==> config.mk <==
export PLATFORM = sky130hd
export DESIGN_NAME = ldpc_concat_nway
export DESIGN_NICKNAME = d
export VERILOG_FILES = /design/src/rtl/ldpc_concat_nway.sv
export SDC_FILE = /design/constraint.sdc
export NUM_CORES = 1
export LEC_CHECK = 0
export ABC_AREA = 1
export BUFFER_PORTS_ARGS = -buffer_cell sky130_fd_sc_hd__buf_2
export CORE_MARGIN = 2
export CORE_UTILIZATION = 40
export CTS_CLUSTER_DIAMETER = 30
export CTS_CLUSTER_SIZE = 12
export DETAILED_ROUTE_END_ITERATION = 16
export GPL_TIMING_DRIVEN = 0
export HOLD_SLACK_MARGIN = 0.03
export PLACE_DENSITY = 0.67
export RECOVER_POWER = 100
export SETUP_SLACK_MARGIN = 0.4
export SLEW_MARGIN = 30
export SYNTH_ARGS = -nofsm -noshare
export SYNTH_HDL_FRONTEND = slang
export SYNTH_SLANG_ARGS = --single-unit
==> constraint.sdc <==
create_clock -name i_clock -period 2.4 [get_ports i_clock]
set_input_delay 0.12 -clock i_clock [delete_from_list [all_inputs] [get_ports i_clock]]
set_output_delay 0.12 -clock i_clock [all_outputs]
set_load 0.05 [all_outputs]
==> src/rtl/ldpc_concat_nway.sv <==
// ldpc_concat_nway
// N-channel frame concatenator for the LDPC encoder datapath. Each enabled
// channel with a non-zero length contributes exactly that many OUT_WIDTH words,
// unpacked LSB-first from its IN_WIDTH input words, in channel-index order.
// The last word of every frame is flagged with o_out_last.
//
// Ports
//   i_clock, i_reset   clock, synchronous active-high reset
//   i_in_data          NUM_CH packed input words, channel c at [c*IN_WIDTH +: IN_WIDTH]
//   i_in_valid         per-channel input valid
//   o_in_ready         per-channel input ready (one-hot or zero)
//   i_cfg_enable       channel enable mask
//   i_cfg_length       per-channel segment length in output words, [c*LEN_W +: LEN_W]
//   o_out_data         output word
//   o_out_valid        output valid
//   i_out_ready        output ready
//   o_out_last         final word of the frame
//   o_out_channel      source channel of o_out_data
//   o_busy             state is not ST_IDLE
//
// state     | meaning
// ----------+-------------------------------------------------------------
// ST_IDLE   | no frame; shadow config tracks live config every cycle
// ST_LOAD   | waiting for an input word from channel ch
// ST_UNPACK | presenting store[OUT_WIDTH-1:0] as the output word
module ldpc_concat_nway #(
   parameter int NUM_CH    = 3,
   parameter int OUT_WIDTH = 8,
   parameter int IN_WIDTH  = 96,
   parameter int LEN_W     = 10
) (
   input  logic                         i_clock,
   input  logic                         i_reset,
   input  logic [NUM_CH*IN_WIDTH-1:0]   i_in_data,
   input  logic [NUM_CH-1:0]            i_in_valid,
   output logic [NUM_CH-1:0]            o_in_ready,
   input  logic [NUM_CH-1:0]            i_cfg_enable,
   input  logic [NUM_CH*LEN_W-1:0]      i_cfg_length,
   output logic [OUT_WIDTH-1:0]         o_out_data,
   output logic                         o_out_valid,
   input  logic                         i_out_ready,
   output logic                         o_out_last,
   output logic [$clog2(NUM_CH)-1:0]    o_out_channel,
   output logic                         o_busy
);

   localparam int RATIO = IN_WIDTH / OUT_WIDTH;
   localparam int SUB_W = (RATIO > 1) ? $clog2(RATIO) : 1;
   localparam int CH_W  = $clog2(NUM_CH);

   typedef enum logic [1:0] {
      ST_IDLE   = 2'd0,
      ST_LOAD   = 2'd1,
      ST_UNPACK = 2'd2
   } state_t;

   state_t                   state, state_d;
   logic [CH_W-1:0]          ch, ch_d;
   logic [LEN_W-1:0]         rem, rem_d;
   logic [SUB_W-1:0]         sub, sub_d;
   logic [IN_WIDTH-1:0]      store, store_d;
   logic [NUM_CH-1:0]        en_q, en_d;
   logic [NUM_CH*LEN_W-1:0]  len_q, len_d;
   logic                     valid_q, valid_d;
   logic                     last_q, last_d;

   logic [NUM_CH-1:0]        act_live, act_q, act_d;
   logic [CH_W:0]            first_live, next_hi, next_hi_d;
   logic [IN_WIDTH-1:0]      cur_word;
   logic [NUM_CH-1:0]        in_ready;

   function automatic logic [NUM_CH-1:0] active_mask(input logic [NUM_CH-1:0]       en,
                                                     input logic [NUM_CH*LEN_W-1:0] len);
      logic [NUM_CH-1:0] m;
      m = '0;
      for (int c = 0; c < NUM_CH; c++) begin
         m[c] = en[c] && (len[c*LEN_W +: LEN_W] != '0);
      end
      return m;
   endfunction

   // Lowest active channel with index >= floor, returned as {found, index}.
   function automatic logic [CH_W:0] pick_from(input logic [NUM_CH-1:0] act, input int floor);
      logic [CH_W:0] r;
      r = '0;
      for (int c = NUM_CH - 1; c >= 0; c--) begin
         if (act[c] && c >= floor) r = {1'b1, CH_W'(c)};
      end
      return r;
   endfunction

   function automatic logic [LEN_W-1:0] len_of(input logic [NUM_CH*LEN_W-1:0] len,
                                                input logic [CH_W-1:0]         idx);
      return len[int'(idx)*LEN_W +: LEN_W];
   endfunction

   always_comb begin
      state_d  = state;
      ch_d     = ch;
      rem_d    = rem;
      sub_d    = sub;
      store_d  = store;
      en_d     = en_q;
      len_d    = len_q;
      in_ready = '0;

      act_live   = active_mask(i_cfg_enable, i_cfg_length);
      act_q      = active_mask(en_q, len_q);
      first_live = pick_from(act_live, 0);
      next_hi    = pick_from(act_q, int'(ch) + 1);
      cur_word   = i_in_data[int'(ch)*IN_WIDTH +: IN_WIDTH];

      case (state)
         ST_IDLE: begin
            en_d  = i_cfg_enable;
            len_d = i_cfg_length;
            if (first_live[CH_W]) begin
               ch_d    = first_live[CH_W-1:0];
               rem_d   = len_of(i_cfg_length, first_live[CH_W-1:0]);
               state_d = ST_LOAD;
            end
         end

         ST_LOAD: begin
            in_ready[ch] = 1'b1;
            if (i_in_valid[ch]) begin
               store_d = cur_word;
               sub_d   = '0;
               state_d = ST_UNPACK;
            end
         end

         ST_UNPACK: begin
            if (i_out_ready) begin
               store_d = store >> OUT_WIDTH;
               sub_d   = (sub == SUB_W'(RATIO - 1)) ? '0 : sub + 1'b1;
               rem_d   = rem - 1'b1;
               if (rem == LEN_W'(1)) begin
                  // Segment done: leftover sub-words in store are dropped.
                  if (next_hi[CH_W]) begin
                     ch_d    = next_hi[CH_W-1:0];
                     rem_d   = len_of(len_q, next_hi[CH_W-1:0]);
                     state_d = ST_LOAD;
                  end else begin
                     // Frame done: the next frame is defined by config right now.
                     en_d  = i_cfg_enable;
                     len_d = i_cfg_length;
                     if (first_live[CH_W]) begin
                        ch_d    = first_live[CH_W-1:0];
                        rem_d   = len_of(i_cfg_length, first_live[CH_W-1:0]);
                        state_d = ST_LOAD;
                     end else begin
                        state_d = ST_IDLE;
                     end
                  end
               end else if (sub == SUB_W'(RATIO - 1)) begin
                  // Chained load: take the next word in the same cycle to avoid a bubble.
                  in_ready[ch] = 1'b1;
                  if (i_in_valid[ch]) begin
                     store_d = cur_word;
                  end else begin
                     state_d = ST_LOAD;
                  end
               end
            end
         end

         default: state_d = ST_IDLE;
      endcase

      // Registered flags describe the word that will be presented next cycle.
      act_d     = active_mask(en_d, len_d);
      next_hi_d = pick_from(act_d, int'(ch_d) + 1);
      valid_d   = (state_d == ST_UNPACK);
      last_d    = (state_d == ST_UNPACK) && (rem_d == LEN_W'(1)) && !next_hi_d[CH_W];
   end

   always_ff @(posedge i_clock) begin
      if (i_reset) begin
         state   <= ST_IDLE;
         ch      <= '0;
         rem     <= '0;
         sub     <= '0;
         store   <= '0;
         en_q    <= '0;
         len_q   <= '0;
         valid_q <= 1'b0;
         last_q  <= 1'b0;
      end else begin
         state   <= state_d;
         ch      <= ch_d;
         rem     <= rem_d;
         sub     <= sub_d;
         store   <= store_d;
         en_q    <= en_d;
         len_q   <= len_d;
         valid_q <= valid_d;
         last_q  <= last_d;
      end
   end

   assign o_in_ready    = in_ready;
   assign o_out_data    = store[OUT_WIDTH-1:0];
   assign o_out_valid   = valid_q;
   assign o_out_last    = last_q;
   assign o_out_channel = ch;
   assign o_busy        = (state != ST_IDLE);

endmodule

==> results by group, run 1 <==
Outcome
  • Status: finished clean

Worst hold path
  • Hold Path Class: in -> reg

Routing
  • Post-route DRC violation count: 0
  • DR vias: 12.9k
  • Wire per inst: 19.7 µm
  • Drt first-iter violations: 1453
  • Routed Antenna Nets: 0
  • Routed vias/inst: 5.54
  • First-pass DRT Iterations: 7
  • Routed WL: 45.9 mm

Place
  • Pre-CTS WS: -0.716 ns
  • Gpl congestion: 0.968
  • Port Buffers: 341
  • Area after DPL: 11700 µm²
  • Final HPWL DP: 34.1 mm

CTS
  • Worst skew pair latency: 0.43 ns
  • Clock sink count: 138
  • CTS Root Cell: clkbuf_16
  • Clock slew at reported path FFs: 0.06 ns
  • TritonCTS Buffers: 17
  • Longest Clk Path Bufs: 2
  • CTS tree: done
  • Htree depth: 4

Setup path
  • CP dominant cell by count: nand2_2
  • Required @ worst endpoint: 2.77 ns
  • Worst setup path category: reg -> reg
  • Worst path slowest cell: dfxtp_2
  • Worst setup EP type: flop
  • CP Data Arrival Time: 2.67 ns
  • CP Launch Type: flop
  • CP Max Fanout: 8
  • CP Cell Sequence: nor2_2 -> nand4_1 -> o21ai_4 -> nand2_4 -> nor2_8 -> buf_6 -> nand2_2 -> nand3_2 -> nand2_1 -> nor2_1 -> nand2_1 -> nor2_1 -> nand2_2 -> nand3_1 -> nand2_2 -> nor2_2
  • Crit-path max cell delay: 0.33 ns

Global routing
  • Overflow after GRT: 0
  • Largest net degree at the start of global routing: 17
  • Initial antenna violation count: 5
  • First-pass GRT wire length: 66.4 mm
  • Gr usage total: 0.351
  • Vias in the first global route: 11.8k

Cells and area
  • Layout Nets: 2330
  • FILL cells: 2255
  • Final core utilization: 0.604
  • Final Cell Area: 14200 µm²
  • Multi-input logic area: 6290 µm²
  • Register area: 2790 µm²
  • Most frequent cells in the layout: 536 x nand2_1, 329 x buf_2, 149 x a21oi_1
  • Area grow syn2layout: 48.6%
  • Most common cell after layout, fill and taps aside: nand2_1
  • Share of cells above drive strength 1: 0.338

Logic synthesis
  • Synth warn: 0
  • Post-synthesis cell area: 9540 µm²
  • Post-synthesis async set-or-reset flop share: 0
  • Syn Inst Count: 1550
  • Avg Inst Size Synth: 6.16 µm²
  • EDFF count, synth: 0
  • Count of different cell masters after synthesis: 43
  • #FFs+latches synth: 138
  • Syn_nets: 1884
  • Largest area contributor in the synthesized netlist: dfxtp_1
  • Synth area leaders: dfxtp_1 29%, nand2_1 22%, a21oi_1 8.4%, o211ai_1 6.7%, nand4_1 5.8%
  • Post-synth top area share: 0.290
  • Top FF cell, synth: dfxtp_1
  • Sequential area share after synthesis: 0.290

Floorplan
  • Core area: 23500 µm²
  • FP Rows: 56
  • DIE AREA: 25100 µm²
  • IO Pins: 343
  • Initial core utilization: 0.406
  • Vert. Die Dim: 158 µm
  • Chip width: 158 µm

Timing
  • Endpoints failing setup: 0
  • Final WS setup: 0.102 ns
  • Period utilization: 0.958
  • Max-slew violations: 0
  • Highest clock rate: 435 MHz
  • Worst-Margin Slew: 0.749 ns
  • TNS Setup: 0 ns
  • RSZ-0062 raised after global routing: yes
  • Final min period: 2.30 ns
  • Final Hold Vio Count: 0
  • Max_slew headroom: 0.501
  • Skew final: 0.0142 ns

Power and ir drop
  • Peak VDD IR: 0.000317 V
  • Lkg Pwr: 6.53 nW
  • P per Cell Area: 616 nW/µm²

Job
  • Number of max-cap violations: 0
cells in the mapped netlist (all sizes together) (7+ instances only):
master	number
a22oi	29
clkbuf	68
nor2	103
inv	109
a21oi	160
o21ai	40
buf	49
o211ai	86
a31oi	14
nand3	72
nand4	89
nand2	555
ha	7
nor3	10
dfxtp	138
metrics by stage:
| stage | hold slack, ns | instances | total power [mW] |
|---|---|---|---|
| finish | 0.0504 | 2329 | 8.73 |
| global route | 0.0709 | 2329 | 9.08 |
| CTS | 0.0416 | 2315 | 8.45 |
| detailed placement | 0.452 | 2210 | 5.39 |
| global placement | 0.450 | 2210 | 5.37 |
| floorplan | 0.321 | 1550 | 4.42 |
logic make-up after synthesis:
group / count (synthesis) / share of synthesized area
AND/OR/NAND/NOR: 834 / 0.377
AO/OA/AOI/OAI: 337 / 0.217
buffers and inverters: 227 / 0.101
flip-flops: 138 / 0.290
XOR/XNOR: 7 / 0.00643
adder cells (fa/ha/maj): 7 / 0.00918
final cells by class:
| class | count | share of cell area |
|---|---|---|
| timing repair buffer | 427 | 0.194 |
| multi-input combinational | 1185 | 0.444 |
| tap | 319 | 0.0281 |
| clock inverter | 9 | 0.00776 |
| sequential | 138 | 0.197 |
| antenna | 3 | 0.000529 |
| clock buffer | 21 | 0.0340 |
| buffer | 117 | 0.0634 |
| inverter | 110 | 0.0311 |
critical path: cells and delay by family (launching register included):
family	cells	cell delay (ns)
buffers and inverters	1	0.17
AO/OA/AOI/OAI	1	0.29
AND/OR/NAND/NOR	14	1.45
flip-flops	1	0.33
metal layers:
metal | vias up | GRT usage | part of all wire
met4 | 4 | 0.138 | 0.036
li1 | 6121 | - | -
met1 | 5992 | 0.454 | 0.40
met3 | 107 | 0.0721 | 0.089
met2 | 668 | 0.573 | 0.47
met5 | - | 0 | 0.00065
where the power goes:
group	internal (mW)	switching [mW]	total (mW)
logic	1.30	1.95	3.24
clock network	1.64	1.08	2.72
registers	2.57	0.199	2.76
registers in the layout (all words and copies together), names as in the netlist:
register	count
o_out_last	1
store	96
o_out_valid	1
state	2
o_out_channel	2
rem	10
len_q	20
sub	4
en_q	2
final timing paths:
kind,from,end,slack [ns],depth (start not counted)
worst max-delay path,len_q[20],o_out_last,0.10,16
worst min-delay path,i_cfg_length[17],len_q[17],0.05,3
worst max register to register,len_q[20],o_out_last,0.10,16
worst min register to register,store[3],store[3],0.46,2
timing repair:
item | in CTS | in global routing
pin swaps | 76 | 45
buffers inserted | 60 | 10
cloned | 15 | 1
setup endpoints to repair | 136 | 123
hold buffers | 0 | 0
resized for setup | 238 | 95
(Power assumes the default switching activity.)
==> run 2: changes to the inputs <==
--- a/config.mk
+++ b/config.mk
@@ -9,6 +9,7 @@
 export BUFFER_PORTS_ARGS = -buffer_cell sky130_fd_sc_hd__buf_2
 export CORE_MARGIN = 2
 export CORE_UTILIZATION = 40
+export CTS_BUF_LIST = sky130_fd_sc_hd__clkbuf_8
 export CTS_CLUSTER_DIAMETER = 30
 export CTS_CLUSTER_SIZE = 12
 export DETAILED_ROUTE_END_ITERATION = 16
==> run 2 against run 1 <==
Compared with the run above:
- fmax fell by 0.88%
- setup slack lost 0.020 ns
- sequential power about the same
- sequential cell count did not move
- non-clock buffer count fell by 18
==> results by group, run 2 (synthesis gave the netlist of run 1 again) <==
Floorplan
  • Chip width: 158 µm (unchanged)
  • Vert. Die Dim: 158 µm (unchanged)
  • FP Rows: 56 (unchanged)
  • Core area: 23500 µm² (unchanged)
  • Initial core utilization: 0.406 (unchanged)
  • IO Pins: 343 (unchanged)
  • DIE AREA: 25100 µm² (unchanged)

Timing
  • RSZ-0062 raised after global routing: yes
  • Skew final: 0.0198 ns (+0.00557 ns)
  • Period utilization: 0.966 (+0.00853)
  • Endpoints failing setup: 0 (unchanged)
  • Worst-Margin Slew: 0.717 ns (-0.0326 ns)
  • Max-slew violations: 0 (unchanged)
  • TNS Setup: 0 ns (unchanged)
  • Final min period: 2.32 ns (+0.0205 ns)
  • Max_slew headroom: 0.522 (+0.0217)
  • Final Hold Vio Count: 0 (unchanged)
  • Highest clock rate: 431 MHz (-0.88%)

Setup path
  • CP Max Fanout: 8 (unchanged)
  • Worst setup path category: reg -> reg
  • CP dominant cell by count: nand2_2
  • Worst path slowest cell: dfxtp_2
  • Setup slack, reg-to-reg: 0.08 ns (-0.02 ns)
  • CP Launch Type: flop
  • CP Cell Sequence: nor2_2 -> nand4_1 -> o21ai_4 -> nand2_4 -> nor2_8 -> buf_6 -> nand2_2 -> nand3_2 -> nand2_1 -> nor2_1 -> nand2_1 -> nor2_1 -> nand2_2 -> nand3_1 -> nand2_2 -> nor2_2
  • Worst path buffer plus inverter count: 1 (unchanged)
  • Reg2Reg Launch Point: len_q[20]
  • Crit-path max cell delay: 0.34 ns (about the same)
  • Required @ worst endpoint: 2.79 ns (+0.02 ns)
  • Reg2Reg Depth: 16 (unchanged)
  • Reg2reg end: o_out_last
  • Worst setup EP type: flop
  • Worst path top cell family by delay: simple AND/OR/NAND/NOR gates
  • CP Data Arrival Time: 2.71 ns (+0.04 ns)

CTS
  • CTS tree: done
  • Clock sink count: 138 (unchanged)
  • Htree depth: 4 (unchanged)
  • Longest Clk Path Bufs: 2 (unchanged)
  • Clock slew at reported path FFs: 0.09 ns (+0.03 ns)
  • Worst skew pair latency: 0.46 ns (+0.03 ns)
  • CTS Root Cell: clkbuf_8
  • TritonCTS Buffers: 17 (unchanged)

Power and ir drop
  • Register share of total power: 0.349 (+0.032)
  • Clk network pwr share: 0.260 (-0.052)
  • Net Switching: 3.04 mW (-5.7%)
  • Logic pwr share: 0.391 (+0.019)
  • Switching power share of the total: 0.385 (+0.0162)
  • P_int: 4.85 mW (-12%)
  • Peak VDD IR: 0.000317 V (about the same)
  • P per Cell Area: 593 nW/µm² (-3.6%)
  • Lkg Pwr: 6.10 nW (-6.4%)

Routing
  • Routed Antenna Nets: 0 (unchanged)
  • DR vias: 12.7k (-1.7%)
  • Routed vias/inst: 5.48 (-0.94%)
  • Routed WL: 44.3 mm (-3.5%)
  • First-pass DRT Iterations: 6 (-1)
  • Post-route DRC violation count: 0 (unchanged)
  • Wire per inst: 19.2 µm (-2.7%)
  • Drt first-iter violations: 1318 (-9.3%)

Cells and area
  • Max FFs per register: 96 (unchanged)
  • Largest Register: store
  • Final core utilization: 0.566 (-0.0379)
  • Most frequent cells in the layout: 540 x nand2_1, 331 x buf_2, 152 x a21oi_1
  • Largest regs: store (96), len_q (20), rem (10)
  • Finished Layout Cells: 2311 (-0.77%)
  • Share of cells above drive strength 1: 0.313 (-0.0251)
  • Most common cell after layout, fill and taps aside: nand2_1
  • Area grow syn2layout: 39.3%
  • Layout Nets: 2312 (-0.77%)

Place
  • Gpl congestion: 0.968 (unchanged)
  • Port Buffers: 341 (unchanged)
  • Final HPWL DP: 34.1 mm (unchanged)
  • Dpl cells: 2210 (unchanged)

Global routing
  • Initial antenna violation count: 5 (unchanged)
  • Vias in the first global route: 11.5k (-2.9%)
  • Overflow after GRT: 0 (unchanged)
  • First-pass GRT wire length: 64.2 mm (-3.3%)
  • Gr usage total: 0.338 (-0.0126)
  • Largest net degree at the start of global routing: 17 (unchanged)

Worst hold path
  • Hold Path Class: in -> reg
  • Hold path cells: 3 (unchanged)
  • Hold Path Origin: i_cfg_length[13]
  • Worst Hold End: len_q[13]

Outcome
  • Status: finished clean

Job
  • Number of max-cap violations: 0 (unchanged)
## run 2: layout make-up
class,count,area [µm²]
clock buffers,19,262
flip-flops and latches,138,2790
repair buffers,409,2290
fillers,2437,10200
well taps,319,399
diodes,3,7.51
plain buffers,117,807
inverters,110,439
multi-input cells,1185,6150
clock inverters,11,144
## run 2: worst max-delay path by stage
stage	start	to	slack (ns)	cells after the start
floorplan	state[0]	o_out_last	0.41	14
global placement	o_out_channel[1]	store[81]	-0.71	11
detailed placement	o_out_channel[1]	store[81]	-0.72	11
CTS	rem[1]	o_out_last	0.14	16
global route	rem[1]	o_out_last	-0.06	19
finish	len_q[20]	o_out_last	0.08	16
## run 2: metal layers
metal	share of wire	global-route usage	up-vias
li1	-	-	6078
met1	0.41	0.448	5887
met2	0.47	0.546	620
met3	0.081	0.0651	83
met4	0.031	0.129	4
met5	0.00061	0	-
## run 2: worst register-to-register path: stages (launching register included)
cell,delay [ns]
dfxtp_2,0.34
nor2_2,0.12
nand4_1,0.20
o21ai_4,0.29
nand2_4,0.12
nor2_8,0.16
buf_6,0.17
nand2_2,0.06
nand3_2,0.06
nand2_1,0.05
nor2_1,0.12
nand2_1,0.07
nor2_1,0.13
nand2_2,0.11
nand3_1,0.10
nand2_2,0.09
nor2_2,0.07
## run 2: metrics by stage
step	hold WS (ns)	setup WS (ns)	cell area (µm²)	total power [mW]
CTS	0.0368	0.139	12900	7.67
finish	0.0532	0.0813	13300	7.89
floorplan	0.321	0.407	9560	4.42
global route	0.0640	-0.0641	13300	8.27
global placement	0.450	-0.708	11700	5.37
detailed placement	0.452	-0.716	11700	5.39
## run 2: timing repair
item / in CTS / in global routing
pin swaps: 34 / 36
resized for setup: 154 / 83
setup buffers: 44 / 15
cloned: 0 / 1
setup endpoints to repair: 136 / 121
hold buffers: 8 / 0
hold endpoints to repair: 7 / 0
## run 2: power groups by stage
| stage | clock [mW] | sequential [mW] | combinational, mW |
|---|---|---|---|
| final | 2.05 | 2.75 | 3.08 |
| after global routing | 2.17 | 2.77 | 3.33 |
| after CTS | 2.06 | 2.74 | 2.87 |
| after detailed placement | 0 | 2.78 | 2.61 |
| after global placement | 0 | 2.78 | 2.60 |
| after floorplan | 0 | 2.73 | 1.69 |
==> run 3: changes to the inputs <==
--- a/config.mk
+++ b/config.mk
@@ -14,7 +14,7 @@
 export CTS_CLUSTER_SIZE = 12
 export DETAILED_ROUTE_END_ITERATION = 16
 export GPL_TIMING_DRIVEN = 0
-export HOLD_SLACK_MARGIN = 0.03
+export HOLD_SLACK_MARGIN = 0.02
 export PLACE_DENSITY = 0.67
 export RECOVER_POWER = 100
 export SETUP_SLACK_MARGIN = 0.4
==> constraint.sdc (replaced) <==
create_clock -name i_clock -period 2.57 [get_ports i_clock]
set_input_delay 0.1285 -clock i_clock [delete_from_list [all_inputs] [get_ports i_clock]]
set_output_delay 0.1285 -clock i_clock [all_outputs]
set_load 0.05 [all_outputs]
==> run 3 against run 2 <==
Compared with the run above:
- non-clock buffer count rose by 9
- setup slack gained 0.070 ns
- combinational power down 7.5%
- critical path depth down 2
- core utilization increased by 0.44 points
- fmax shrank 4.1%
- via count is 0.52% higher
- clock power fell by 19%
- register-to-register slack gained 0.07 ns
- largest cell class unchanged
==> results by group, run 3 (synthesis gave the netlist of run 1 again) <==
Outcome
  • Status: finished clean

Setup path
  • Reg2Reg Launch Point: o_out_channel[1]
  • Reg2Reg Depth: 14 (-2)
  • CP Data Arrival Time: 2.73 ns (+0.02 ns)
  • Worst setup path category: reg -> reg
  • Worst path slowest cell: dfxtp_4
  • Worst path top cell family by delay: buffers and inverters
  • CP Max Fanout: 6 (-2)
  • Required @ worst endpoint: 2.89 ns (+0.10 ns)
  • CP dominant cell by count: buf_6
  • CP Launch Type: flop
  • CP Cell Sequence: buf_8 -> buf_6 -> buf_6 -> nor2_4 -> a22oi_2 -> o21ai_4 -> inv_4 -> o31ai_4 -> buf_6 -> buf_12 -> clkbuf_2 -> nand3_4 -> o211ai_1 -> a21oi_1
  • Crit-path max cell delay: 0.37 ns (+0.03 ns)
  • Worst setup EP type: flop
  • Setup slack, reg-to-reg: 0.15 ns (+0.07 ns)
  • Worst path buffer plus inverter count: 7 (+6)
  • Reg2reg end: store[4]

Cells and area
  • Most frequent cells in the layout: 537 x nand2_1, 332 x buf_2, 156 x a21oi_1
  • Max FFs per register: 96 (unchanged)
  • Share of cells above drive strength 1: 0.303 (-0.0107)
  • Largest regs: store (96), len_q (20), rem (10)
  • Layout Nets: 2321 (+0.39%)
  • Finished Layout Cells: 2322 (+0.48%)
  • Most common cell after layout, fill and taps aside: nand2_1
  • Largest Register: store
  • Area grow syn2layout: 40.4%
  • Register area: 2780 µm² (-0.36%)
  • FILL cells: 2364 (-3.0%)
  • Multi-input logic area: 6120 µm² (-0.61%)

Place
  • Dpl cells: 2210 (unchanged)
  • Final HPWL DP: 34.2 mm (+0.36%)
  • Pre-CTS WS: -0.533 ns (+0.183 ns)
  • Port Buffers: 341 (unchanged)
  • Gpl congestion: 0.984 (+1.7%)

Global routing
  • Gr busiest metal: met2
  • Largest net degree at the start of global routing: 17 (unchanged)
  • Overflow after GRT: 0 (unchanged)
  • Vias in the first global route: 11.3k (-1.1%)
  • Gr usage total: 0.337 (-0.00168)
  • Met2 usage: 0.548 (+0.00207)
  • Met1 GRT Util: 0.433 (-0.0150)
  • Initial antenna violation count: 3 (-2)
  • First-pass GRT wire length: 63.5 mm (-0.96%)
  • Met3 GRT Util: 0.0746 (+0.00953)

Floorplan
  • Initial core utilization: 0.406 (unchanged)
  • IO Pins: 343 (unchanged)
  • Chip width: 158 µm (unchanged)
  • FP Rows: 56 (unchanged)
  • Vert. Die Dim: 158 µm (unchanged)
  • Core area: 23500 µm² (unchanged)
  • DIE AREA: 25100 µm² (unchanged)

Timing
  • Final WS setup: 0.152 ns (+0.0704 ns)
  • Max_slew headroom: 0.476 (-0.0459)
  • Period utilization: 0.941 (-0.0252)
  • TNS Setup: 0 ns (unchanged)
  • Highest clock rate: 414 MHz (-4.1%)
  • Final min period: 2.42 ns (+0.0996 ns)
  • Worst hold margin: 0.0553 ns (+0.00213 ns)
  • Endpoints failing setup: 0 (unchanged)
  • RSZ-0062 raised after global routing: yes
  • Final Hold Vio Count: 0 (unchanged)
  • Worst-Margin Slew: 0.785 ns (+0.0688 ns)
  • Max-slew violations: 0 (unchanged)
  • Skew final: 0.0182 ns (-0.00157 ns)

Worst hold path
  • Worst Hold End: len_q[26]
  • Hold Path Class: in -> reg
  • Hold Path Origin: i_cfg_length[26]
  • Hold path cells: 3 (unchanged)

CTS
  • Clock slew at reported path FFs: 0.09 ns (about the same)
  • Longest Clk Path Bufs: 2 (unchanged)
  • Clock sink count: 138 (unchanged)
  • Worst skew pair latency: 0.47 ns (about the same)
  • CTS Root Cell: clkbuf_8
  • TritonCTS Buffers: 17 (unchanged)
  • CTS tree: done
  • Htree depth: 4 (unchanged)

Power and ir drop
  • Peak VDD IR: 0.000286 V (-9.7%)
  • Lkg Pwr: 6.19 nW (+1.3%)
  • Power Total: 7.07 mW (-10%)
  • P per Cell Area: 528 nW/µm² (-11%)

Job
  • Number of max-cap violations: 0 (unchanged)

Routing
  • Routed WL: 45.1 mm (+2.0%)
  • Routed Antenna Nets: 0 (unchanged)
  • Drt first-iter violations: 1127 (-14%)
  • Routed vias/inst: 5.49 (about the same)
  • Post-route DRC violation count: 0 (unchanged)
  • DR vias: 12.7k (+0.52%)
  • Wire per inst: 19.4 µm (+1.5%)
  • First-pass DRT Iterations: 6 (unchanged)
## run 3: worst reg2reg max path: cells and delay by family (launching register included)
| kind | cells | cell delay, ns |
|---|---|---|
| AND/OR/NAND/NOR | 2 | 0.22 |
| AO/OA/AOI/OAI | 5 | 0.66 |
| buffers and inverters | 7 | 1.03 |
| flip-flops | 1 | 0.37 |
## run 3: stage by stage
stage          area [µm²]   util
5_1_grt             13400  0.570
4_1_cts             12700  0.541
3_5_place_dp        11700  0.496
2_1_floorplan        9550      -
6_report            13400  0.571
3_3_place_gp        11700  0.496
## run 3: report_power, final
part	leakage [nW]	switching (mW)	internal, mW
combinational	4.86	1.75	1.10
clock	0.189	0.928	0.735
sequential	1.14	0.175	2.39
## run 3: layout make-up
cell class                      instances  area share
Antenna cell                            3    0.000560
Tap cell                              319      0.0298
Timing Repair Buffer                  418       0.187
Inverter                              110      0.0329
Sequential cell                       138       0.208
Clock buffer                           20      0.0206
Clock inverter                         12     0.00570
Buffer                                117      0.0594
Multi-Input combinational cell       1185       0.457
## run 3: how the worst max path moves through the flow
stage | endpoint | cells after the start | start
2_1_floorplan | o_out_last | 17 | o_out_channel[1]
3_3_place_gp | store[81] | 11 | o_out_channel[1]
3_5_place_dp | store[81] | 11 | o_out_channel[1]
4_1_cts | store[83] | 9 | state[0]
5_1_grt | o_out_last | 17 | rem[1]
6_report | store[4] | 14 | o_out_channel[1]
## run 3: layer usage
layer	up-vias	wire (µm)
met5	-	13
met4	2	1610
met3	104	3990
met2	702	21500
met1	5829	18100
li1	6101	-
## run 3: what timing repair did
action / in CTS / in global routing
endpoints found under the hold margin: 6 / 0
hold buffers: 6 / 0
setup endpoints to repair: 129 / 110
pin swaps: 33 / 68
cloned: 1 / 13
gates resized for setup: 115 / 159
buffers inserted: 34 / 23
